$ cat config.mk
export PLATFORM = sky130hd
export DESIGN_NAME = decode_issue
export DESIGN_NICKNAME = d
export VERILOG_FILES = /design/src/rtl/riscv_pkg.sv /design/src/rtl/operand_resolver.sv /design/src/rtl/decode_issue.sv
export SDC_FILE = /design/constraint.sdc
export NUM_CORES = 1
export LEC_CHECK = 0
export BUFFER_PORTS_ARGS = -buffer_cell sky130_fd_sc_hd__buf_4
export CORE_AREA = 2 2 202 204
export DETAILED_ROUTE_END_ITERATION = 8
export DIE_AREA = 0 0 204 206
export PLACE_DENSITY = 0.6
export SETUP_SLACK_MARGIN = 0.2
export SLEW_MARGIN = 20
export SYNTH_ARGS = -nofsm -noshare
export SYNTH_HDL_FRONTEND = slang
export SYNTH_HIERARCHICAL = 1
export SYNTH_SLANG_ARGS = --single-unit
$ cat constraint.sdc
create_clock -name clk -period 2.2 [get_ports clk]
set_input_delay 0.44 -clock clk [delete_from_list [all_inputs] [get_ports clk]]
set_output_delay 0.44 -clock clk [all_outputs]
set_load 0.01 [all_outputs]
$ cat src/rtl/riscv_pkg.sv
// Shared RV32I decode constants, unit-class encoding and opcode classification helpers.
package riscv_pkg;

  localparam int unsigned XLEN_DEF      = 32;
  localparam int unsigned ROB_WIDTH_DEF = 4;
  localparam int unsigned CDB_PORTS_DEF = 2;
  localparam int unsigned REG_IDX_W     = 5;
  localparam int unsigned OPC_W         = 7;

  localparam logic [OPC_W-1:0] OPC_LUI    = 7'b0110111;
  localparam logic [OPC_W-1:0] OPC_AUIPC  = 7'b0010111;
  localparam logic [OPC_W-1:0] OPC_JAL    = 7'b1101111;
  localparam logic [OPC_W-1:0] OPC_JALR   = 7'b1100111;
  localparam logic [OPC_W-1:0] OPC_BRANCH = 7'b1100011;
  localparam logic [OPC_W-1:0] OPC_LOAD   = 7'b0000011;
  localparam logic [OPC_W-1:0] OPC_STORE  = 7'b0100011;
  localparam logic [OPC_W-1:0] OPC_OP_IMM = 7'b0010011;
  localparam logic [OPC_W-1:0] OPC_OP     = 7'b0110011;

  typedef enum logic [1:0] {
    UNIT_ROB = 2'd0,
    UNIT_RS  = 2'd1,
    UNIT_LSB = 2'd2
  } unit_e;

  // Back-end destination class; unknown opcodes retire straight through the ROB.
  function automatic unit_e unit_of(input logic [OPC_W-1:0] opc);
    unit_e u;
    case (opc)
      OPC_LOAD, OPC_STORE:                                 u = UNIT_LSB;
      OPC_OP, OPC_OP_IMM, OPC_BRANCH, OPC_AUIPC, OPC_JALR: u = UNIT_RS;
      default:                                             u = UNIT_ROB;
    endcase
    return u;
  endfunction

  function automatic logic rs1_used(input logic [OPC_W-1:0] opc);
    return (opc == OPC_OP) || (opc == OPC_OP_IMM) || (opc == OPC_LOAD) ||
           (opc == OPC_STORE) || (opc == OPC_BRANCH) || (opc == OPC_JALR);
  endfunction

  function automatic logic rs2_used(input logic [OPC_W-1:0] opc);
    return (opc == OPC_OP) || (opc == OPC_STORE) || (opc == OPC_BRANCH);
  endfunction

endpackage

$ cat src/rtl/operand_resolver.sv
// Resolves one source operand: x0, register file, CDB snoop, ROB forward, else ROB tag.
module operand_resolver
  import riscv_pkg::*;
#(
  parameter int unsigned XLEN      = XLEN_DEF,
  parameter int unsigned ROB_WIDTH = ROB_WIDTH_DEF,
  parameter int unsigned CDB_PORTS = CDB_PORTS_DEF
) (
  input  logic                          used,
  input  logic [REG_IDX_W-1:0]          idx,
  input  logic                          reg_rdy,
  input  logic [XLEN-1:0]               reg_val,
  input  logic [ROB_WIDTH-1:0]          reg_rob_pos,
  input  logic [CDB_PORTS-1:0]          cdb_valid,
  input  logic [CDB_PORTS*ROB_WIDTH-1:0] cdb_rob_pos,
  input  logic [CDB_PORTS*XLEN-1:0]     cdb_val,
  input  logic                          rob_q_rdy,
  input  logic [XLEN-1:0]               rob_q_val,
  output logic                          rdy_c,
  output logic [XLEN-1:0]               val_c,
  output logic [ROB_WIDTH-1:0]          pos_c
);

  logic            cdb_hit;
  logic [XLEN-1:0] cdb_sel;

  // Lowest-indexed matching broadcast wins.
  always_comb begin
    cdb_hit = 1'b0;
    cdb_sel = '0;
    for (int unsigned p = 0; p < CDB_PORTS; p++) begin
      if (!cdb_hit && cdb_valid[p] &&
          cdb_rob_pos[p*ROB_WIDTH +: ROB_WIDTH] == reg_rob_pos) begin
        cdb_hit = 1'b1;
        cdb_sel = cdb_val[p*XLEN +: XLEN];
      end
    end
  end

  always_comb begin
    rdy_c = 1'b1;
    val_c = '0;
    pos_c = '0;
    if (!used || idx == '0) begin
      rdy_c = 1'b1;
    end else if (reg_rdy) begin
      val_c = reg_val;
    end else if (cdb_hit) begin
      val_c = cdb_sel;
    end else if (rob_q_rdy) begin
      val_c = rob_q_val;
    end else begin
      rdy_c = 1'b0;
      pos_c = reg_rob_pos;
    end
  end

endmodule

$ cat src/rtl/decode_issue.sv
// Registered RV32I decode/issue stage: accepts one instruction per cycle, resolves
// operands, allocates the ROB tail/rename and pulses a routed issue to RS, LSB or ROB.
module decode_issue
  import riscv_pkg::*;
#(
  parameter int unsigned XLEN      = XLEN_DEF,
  parameter int unsigned ROB_WIDTH = ROB_WIDTH_DEF,
  parameter int unsigned CDB_PORTS = CDB_PORTS_DEF
) (
  input  logic                           clk,
  input  logic                           rst,
  input  logic                           rdy,
  input  logic                           rollback,
  input  logic                           in_valid,
  output logic                           in_ready,
  input  logic [31:0]                    inst,
  input  logic [XLEN-1:0]                inst_pc,
  input  logic                           inst_pred_j,
  input  logic                           rob_full,
  input  logic                           rs_full,
  input  logic                           lsb_full,
  input  logic [ROB_WIDTH-1:0]           rob_tail,
  output logic [REG_IDX_W-1:0]           reg_rs1,
  output logic [REG_IDX_W-1:0]           reg_rs2,
  input  logic                           reg_rs1_rdy,
  input  logic [XLEN-1:0]                reg_rs1_val,
  input  logic [ROB_WIDTH-1:0]           reg_rs1_rob_pos,
  input  logic                           reg_rs2_rdy,
  input  logic [XLEN-1:0]                reg_rs2_val,
  input  logic [ROB_WIDTH-1:0]           reg_rs2_rob_pos,
  output logic [ROB_WIDTH-1:0]           rob_q1_pos,
  input  logic                           rob_q1_rdy,
  input  logic [XLEN-1:0]                rob_q1_val,
  output logic [ROB_WIDTH-1:0]           rob_q2_pos,
  input  logic                           rob_q2_rdy,
  input  logic [XLEN-1:0]                rob_q2_val,
  input  logic [CDB_PORTS-1:0]           cdb_valid,
  input  logic [CDB_PORTS*ROB_WIDTH-1:0] cdb_rob_pos,
  input  logic [CDB_PORTS*XLEN-1:0]      cdb_val,
  output logic                           rename_en,
  output logic [REG_IDX_W-1:0]           rename_rd,
  output logic [ROB_WIDTH-1:0]           rename_rob_pos,
  output logic                           out_valid,
  output logic                           rs_en,
  output logic                           lsb_en,
  output logic                           rob_ready,
  output logic [OPC_W-1:0]               opcode,
  output logic [2:0]                     funct3,
  output logic                           funct7,
  output logic [REG_IDX_W-1:0]           rd,
  output logic [XLEN-1:0]                imm,
  output logic [XLEN-1:0]                pc,
  output logic                           pred_j,
  output logic [ROB_WIDTH-1:0]           rob_pos,
  output logic [XLEN-1:0]                result,
  output logic                           rs1_rdy,
  output logic [XLEN-1:0]                rs1_val,
  output logic [ROB_WIDTH-1:0]           rs1_rob_pos,
  output logic                           rs2_rdy,
  output logic [XLEN-1:0]                rs2_val,
  output logic [ROB_WIDTH-1:0]           rs2_rob_pos
);

  logic [OPC_W-1:0]     opc_c;
  unit_e                unit_c;
  logic [XLEN-1:0]      imm_c;
  logic [XLEN-1:0]      result_c;
  logic [REG_IDX_W-1:0] rd_c;
  logic                 accept_c;
  logic                 s1_rdy_c, s2_rdy_c;
  logic [XLEN-1:0]      s1_val_c, s2_val_c;
  logic [ROB_WIDTH-1:0] s1_pos_c, s2_pos_c;

  assign opc_c  = inst[6:0];
  assign unit_c = unit_of(opc_c);

  // Immediate, destination and ROB-only result decode.
  always_comb begin
    imm_c    = '0;
    result_c = '0;
    rd_c     = inst[11:7];
    case (opc_c)
      OPC_OP_IMM, OPC_LOAD, OPC_JALR:
        imm_c = {{(XLEN-12){inst[31]}}, inst[31:20]};
      OPC_STORE: begin
        imm_c = {{(XLEN-12){inst[31]}}, inst[31:25], inst[11:7]};
        rd_c  = '0;
      end
      OPC_BRANCH: begin
        imm_c = {{(XLEN-13){inst[31]}}, inst[31], inst[7], inst[30:25], inst[11:8], 1'b0};
        rd_c  = '0;
      end
      OPC_AUIPC:
        imm_c = {{(XLEN-32){inst[31]}}, inst[31:12], 12'b0};
      OPC_LUI: begin
        imm_c    = {{(XLEN-32){inst[31]}}, inst[31:12], 12'b0};
        result_c = imm_c;
      end
      OPC_JAL: begin
        imm_c    = {{(XLEN-21){inst[31]}}, inst[31], inst[19:12], inst[20], inst[30:21], 1'b0};
        result_c = inst_pc + XLEN'(4);
      end
      OPC_OP: ;
      default: rd_c = '0;
    endcase
  end

  assign in_ready = rdy & ~rollback & ~rob_full &
                    ~((unit_c == UNIT_RS) & rs_full) &
                    ~((unit_c == UNIT_LSB) & lsb_full);
  assign accept_c = in_valid & in_ready;

  assign rename_en      = accept_c & (rd_c != '0);
  assign rename_rd      = rd_c;
  assign rename_rob_pos = rob_tail;

  assign reg_rs1    = inst[19:15];
  assign reg_rs2    = inst[24:20];
  assign rob_q1_pos = reg_rs1_rob_pos;
  assign rob_q2_pos = reg_rs2_rob_pos;

  operand_resolver #(.XLEN(XLEN), .ROB_WIDTH(ROB_WIDTH), .CDB_PORTS(CDB_PORTS)) u_res1 (
    .used(rs1_used(opc_c)), .idx(inst[19:15]),
    .reg_rdy(reg_rs1_rdy), .reg_val(reg_rs1_val), .reg_rob_pos(reg_rs1_rob_pos),
    .cdb_valid(cdb_valid), .cdb_rob_pos(cdb_rob_pos), .cdb_val(cdb_val),
    .rob_q_rdy(rob_q1_rdy), .rob_q_val(rob_q1_val),
    .rdy_c(s1_rdy_c), .val_c(s1_val_c), .pos_c(s1_pos_c)
  );

  operand_resolver #(.XLEN(XLEN), .ROB_WIDTH(ROB_WIDTH), .CDB_PORTS(CDB_PORTS)) u_res2 (
    .used(rs2_used(opc_c)), .idx(inst[24:20]),
    .reg_rdy(reg_rs2_rdy), .reg_val(reg_rs2_val), .reg_rob_pos(reg_rs2_rob_pos),
    .cdb_valid(cdb_valid), .cdb_rob_pos(cdb_rob_pos), .cdb_val(cdb_val),
    .rob_q_rdy(rob_q2_rdy), .rob_q_val(rob_q2_val),
    .rdy_c(s2_rdy_c), .val_c(s2_val_c), .pos_c(s2_pos_c)
  );

  // Issue register: pulse bits follow accept; payload only loads on accept.
  always_ff @(posedge clk) begin
    if (rst) begin
      out_valid   <= 1'b0;
      rs_en       <= 1'b0;
      lsb_en      <= 1'b0;
      rob_ready   <= 1'b0;
      opcode      <= '0;
      funct3      <= '0;
      funct7      <= 1'b0;
      rd          <= '0;
      imm         <= '0;
      pc          <= '0;
      pred_j      <= 1'b0;
      rob_pos     <= '0;
      result      <= '0;
      rs1_rdy     <= 1'b1;
      rs1_val     <= '0;
      rs1_rob_pos <= '0;
      rs2_rdy     <= 1'b1;
      rs2_val     <= '0;
      rs2_rob_pos <= '0;
    end else if (rdy) begin
      out_valid <= accept_c;
      rs_en     <= accept_c & (unit_c == UNIT_RS);
      lsb_en    <= accept_c & (unit_c == UNIT_LSB);
      rob_ready <= accept_c & (unit_c == UNIT_ROB);
      if (accept_c) begin
        opcode      <= opc_c;
        funct3      <= inst[14:12];
        funct7      <= inst[30];
        rd          <= rd_c;
        imm         <= imm_c;
        pc          <= inst_pc;
        pred_j      <= inst_pred_j;
        rob_pos     <= rob_tail;
        result      <= result_c;
        rs1_rdy     <= s1_rdy_c;
        rs1_val     <= s1_val_c;
        rs1_rob_pos <= s1_pos_c;
        rs2_rdy     <= s2_rdy_c;
        rs2_val     <= s2_val_c;
        rs2_rob_pos <= s2_pos_c;
      end
    end
  end

endmodule

==> metrics.txt <==
GRT Util Overall 0.243; clock insertion delay at the later pin of the skew report 0.48 ns; first-pass GRT wire length approximately 78,000 um; register bit total from synthesis between 150 and 200; IO Count 515; Yosys cell types slightly below 70; Nets about 2,300; Die W 204 um; critical path peak fanout 7; final instance area 17,200 um^2; Setup violations, final 0; Pwr Density around 500 nW/um^2; worst-margin pin slew roughly 0.63 ns; Required @ worst endpoint ~1.8 ns; CTS Buffer Depth 2; largest net degree at the start of global routing 57; remaining antenna violation count 0; Avg Vias per Cell 5.36; Synth async-reset ratio 0; critical path type primary input to output port; Final Hold Slack around 0.22 ns; normalized max-slew margin 0.576; share of cells above drive strength 1 0.394; gr ovfl total 0; EDFF count, synth 0; Static Leakage about 0.0066 uW; routed vias 13,603; Cell Rows 74; Starting Density 0.285; Mapped Cells 1,496; initial antenna violation count 0; period utilization 0.902; number of global-route vias before repair 12,944; Area Overhead vs Synth 50.1%; initial DRC count approximately 1,100; max_cap viols 0; Mapped Avg Cell Area 7.65 um^2; Routed WL per cell 21.1 um; Fmax ~0.5 GHz; die height approximately 200 um; drt pass-1 iters 7; CTS Buf Count 17; sequential element share of the synthesized area 0.341; synthesized cell area approximately 11,000 um^2; Die ar. roughly 42,000 um^2; CTS Hold Bufs 0; CTS Sinks just under 200; Root Driver clkbuf_16; outcome finished clean; routed wire length between 50,000 and 60,000 um; largest area contributor in the netlist dfxtp_1; CP Capture Type output port; largest cells by area after synthesis dfxtp_1 (34%), nand2_1 (12%), a41oi_2 (8.2%); post-synth top area share 0.341; worst vdd ir 574 uV; Main synth FF type dfxtp_1; dpl cell area 16,400 um^2; Reg clk slew, reported paths 0.08 ns; final critical-path required period about 2.0 ns; Syn Nets around 1,800; Slew Limit Fails 0; CTS H-tree depth 4; detailed-route DRC error count 0; IO Port Bufs around 510; Final HPWL DP 39,900 um; core area between 40,000 and 50,000 um^2; CP Launch Type primary input; Worst EP arrival roughly 1.6 ns; clk_skew 0 ns; RSZ-0062 raised after global routing yes; GP Congestion 1.00; yosys warns 6; CTS tree done; Min-Delay Path Class primary input to flip-flop; Antenna diodes 0; final hold vios 0
[report_power, final]
part           internal, uW  leakage [uW]  switching [uW]
Combinational           736       0.00474             813
Sequential             3580       0.00158            30.2
Clock                  1680      0.000281            1580
[worst max-delay path, cell delays in order]
cell,delay (ns)
buf_4,0.12
nand3b_1,0.20
buf_6,0.18
o31ai_4,0.26
buf_6,0.16
nor2_4,0.03
buf_4,0.14
[sequential cells by signal (all words and copies together) (netlist names)]
register and flops:
rs1_rob_pos 4, pred_j 1, rd 5, imm 32, rs1_val 32, out_valid 1, rob_pos 4, funct7 1
result 32, opcode 7, rs2_val 32, lsb_en 1, rob_ready 1, rs2_rdy 1, rs1_rdy 1, rs2_rob_pos 4
pc 32, rs_en 1, funct3 3
[per-stage QoR]
| step | setup slack, ns | util | cells | total power [uW] | TNS, ns |
|---|---|---|---|---|---|
| after global routing | 0.180 | 0.427 | 2538 | 8710 | 0 |
| after global placement | -0.236 | 0.407 | 2494 | 5170 | -10.20 |
| final | 0.215 | 0.427 | 2538 | 8420 | 0 |
| after detailed placement | -0.269 | 0.407 | 2494 | 5180 | -13.08 |
| after CTS | 0.201 | 0.426 | 2534 | 8470 | 0 |
| after floorplan | 0.194 | - | 1496 | 4280 | 0 |
[final cells by class]
type,count,area [um^2]
clock buffer,21,470
sequential,195,3900
multi-input combinational,1115,6580
inverter,21,78.8
fill,4114,23000
timing repair buffer,643,5360
clock inverter,11,119
tap,532,666
[synthesized netlist by cell type, drive strengths merged (2+ instances only)]
cell type	n
a2111oi	2
a211oi	43
a21oi	162
a221oi	8
a222oi	2
a311oi	2
a31oi	3
a41oi	63
and2	17
and3	18
and4	5
buf	99
clkbuf	64
clkinv	2
dfxtp	195
inv	19
nand2	365
nand2b	3
nand3	100
nand3b	3
nand4	73
nor2	71
nor2b	3
nor3	26
nor4	4
o2111a	2
o21a	7
o21ai	76
o311a	8
o31a	4
or2b	4
or3	5
or4	4
xnor2	10
xor2	11
[logic make-up after synthesis]
logic type	after synthesis	share of synthesized area
adders and majority gates	1	0.00109
muxes	1	0.000875
buffers and inverters	186	0.0932
xor gates and xnor gates	21	0.0161
and+or+nand+nor	704	0.289
DFF	195	0.341
AOI/OAI and AO/OA	388	0.259
[timing repair]
action	in CTS	in global routing
endpoints found under the hold margin	0	0
endpoints found under the setup margin	7	14
resized for setup	27	6
pin swaps	6	6
setup buffers	8	4
[cell usage in the layout, fill, tap and decap left out, drive strengths merged, types with 4 or more instances in the layout]
cell / synthesis / routed
nor2: 71 / 71
o21a: 7 / 7
xor2: 11 / 11
nand3: 100 / 100
clkbuf: 64 / 21
xnor2: 10 / 10
nor3: 26 / 26
or2b: 4 / 4
and2: 17 / 17
and4: 5 / 5
inv: 19 / 26
buf: 99 / 643
a211oi: 43 / 43
a221oi: 8 / 8
dfxtp: 195 / 195
o31a: 4 / 4
or4: 4 / 4
or3: 5 / 5
a21oi: 162 / 162
nand2: 365 / 365
nand4: 73 / 73
o21ai: 76 / 76
o311a: 8 / 8
and3: 18 / 18
a41oi: 63 / 63
nor4: 4 / 4
[layer usage]
metal / part of all wire / GRT usage / wire, um / vias up
met5: 0 / 0 / 0 / -
met4: 0.042 / 0.118 / 2230 / 0
met3: 0.092 / 0.0658 / 4910 / 103
met2: 0.48 / 0.408 / 25400 / 668
met1: 0.39 / 0.285 / 20900 / 6528
li1: - / - / - / 6304
[final timing paths]
| check | startpoint | to | slack [ns] | cells past startpoint |
|---|---|---|---|---|
| min | inst_pred_j | pred_j | 0.22 | 3 |
| min reg2reg | rs2_val[25] | rs2_val[25] | 0.46 | 2 |
| max | inst[3] | rename_en | 0.21 | 7 |
| max reg2reg | lsb_en | lsb_en | 1.42 | 3 |
(Power assumes the default switching activity.)
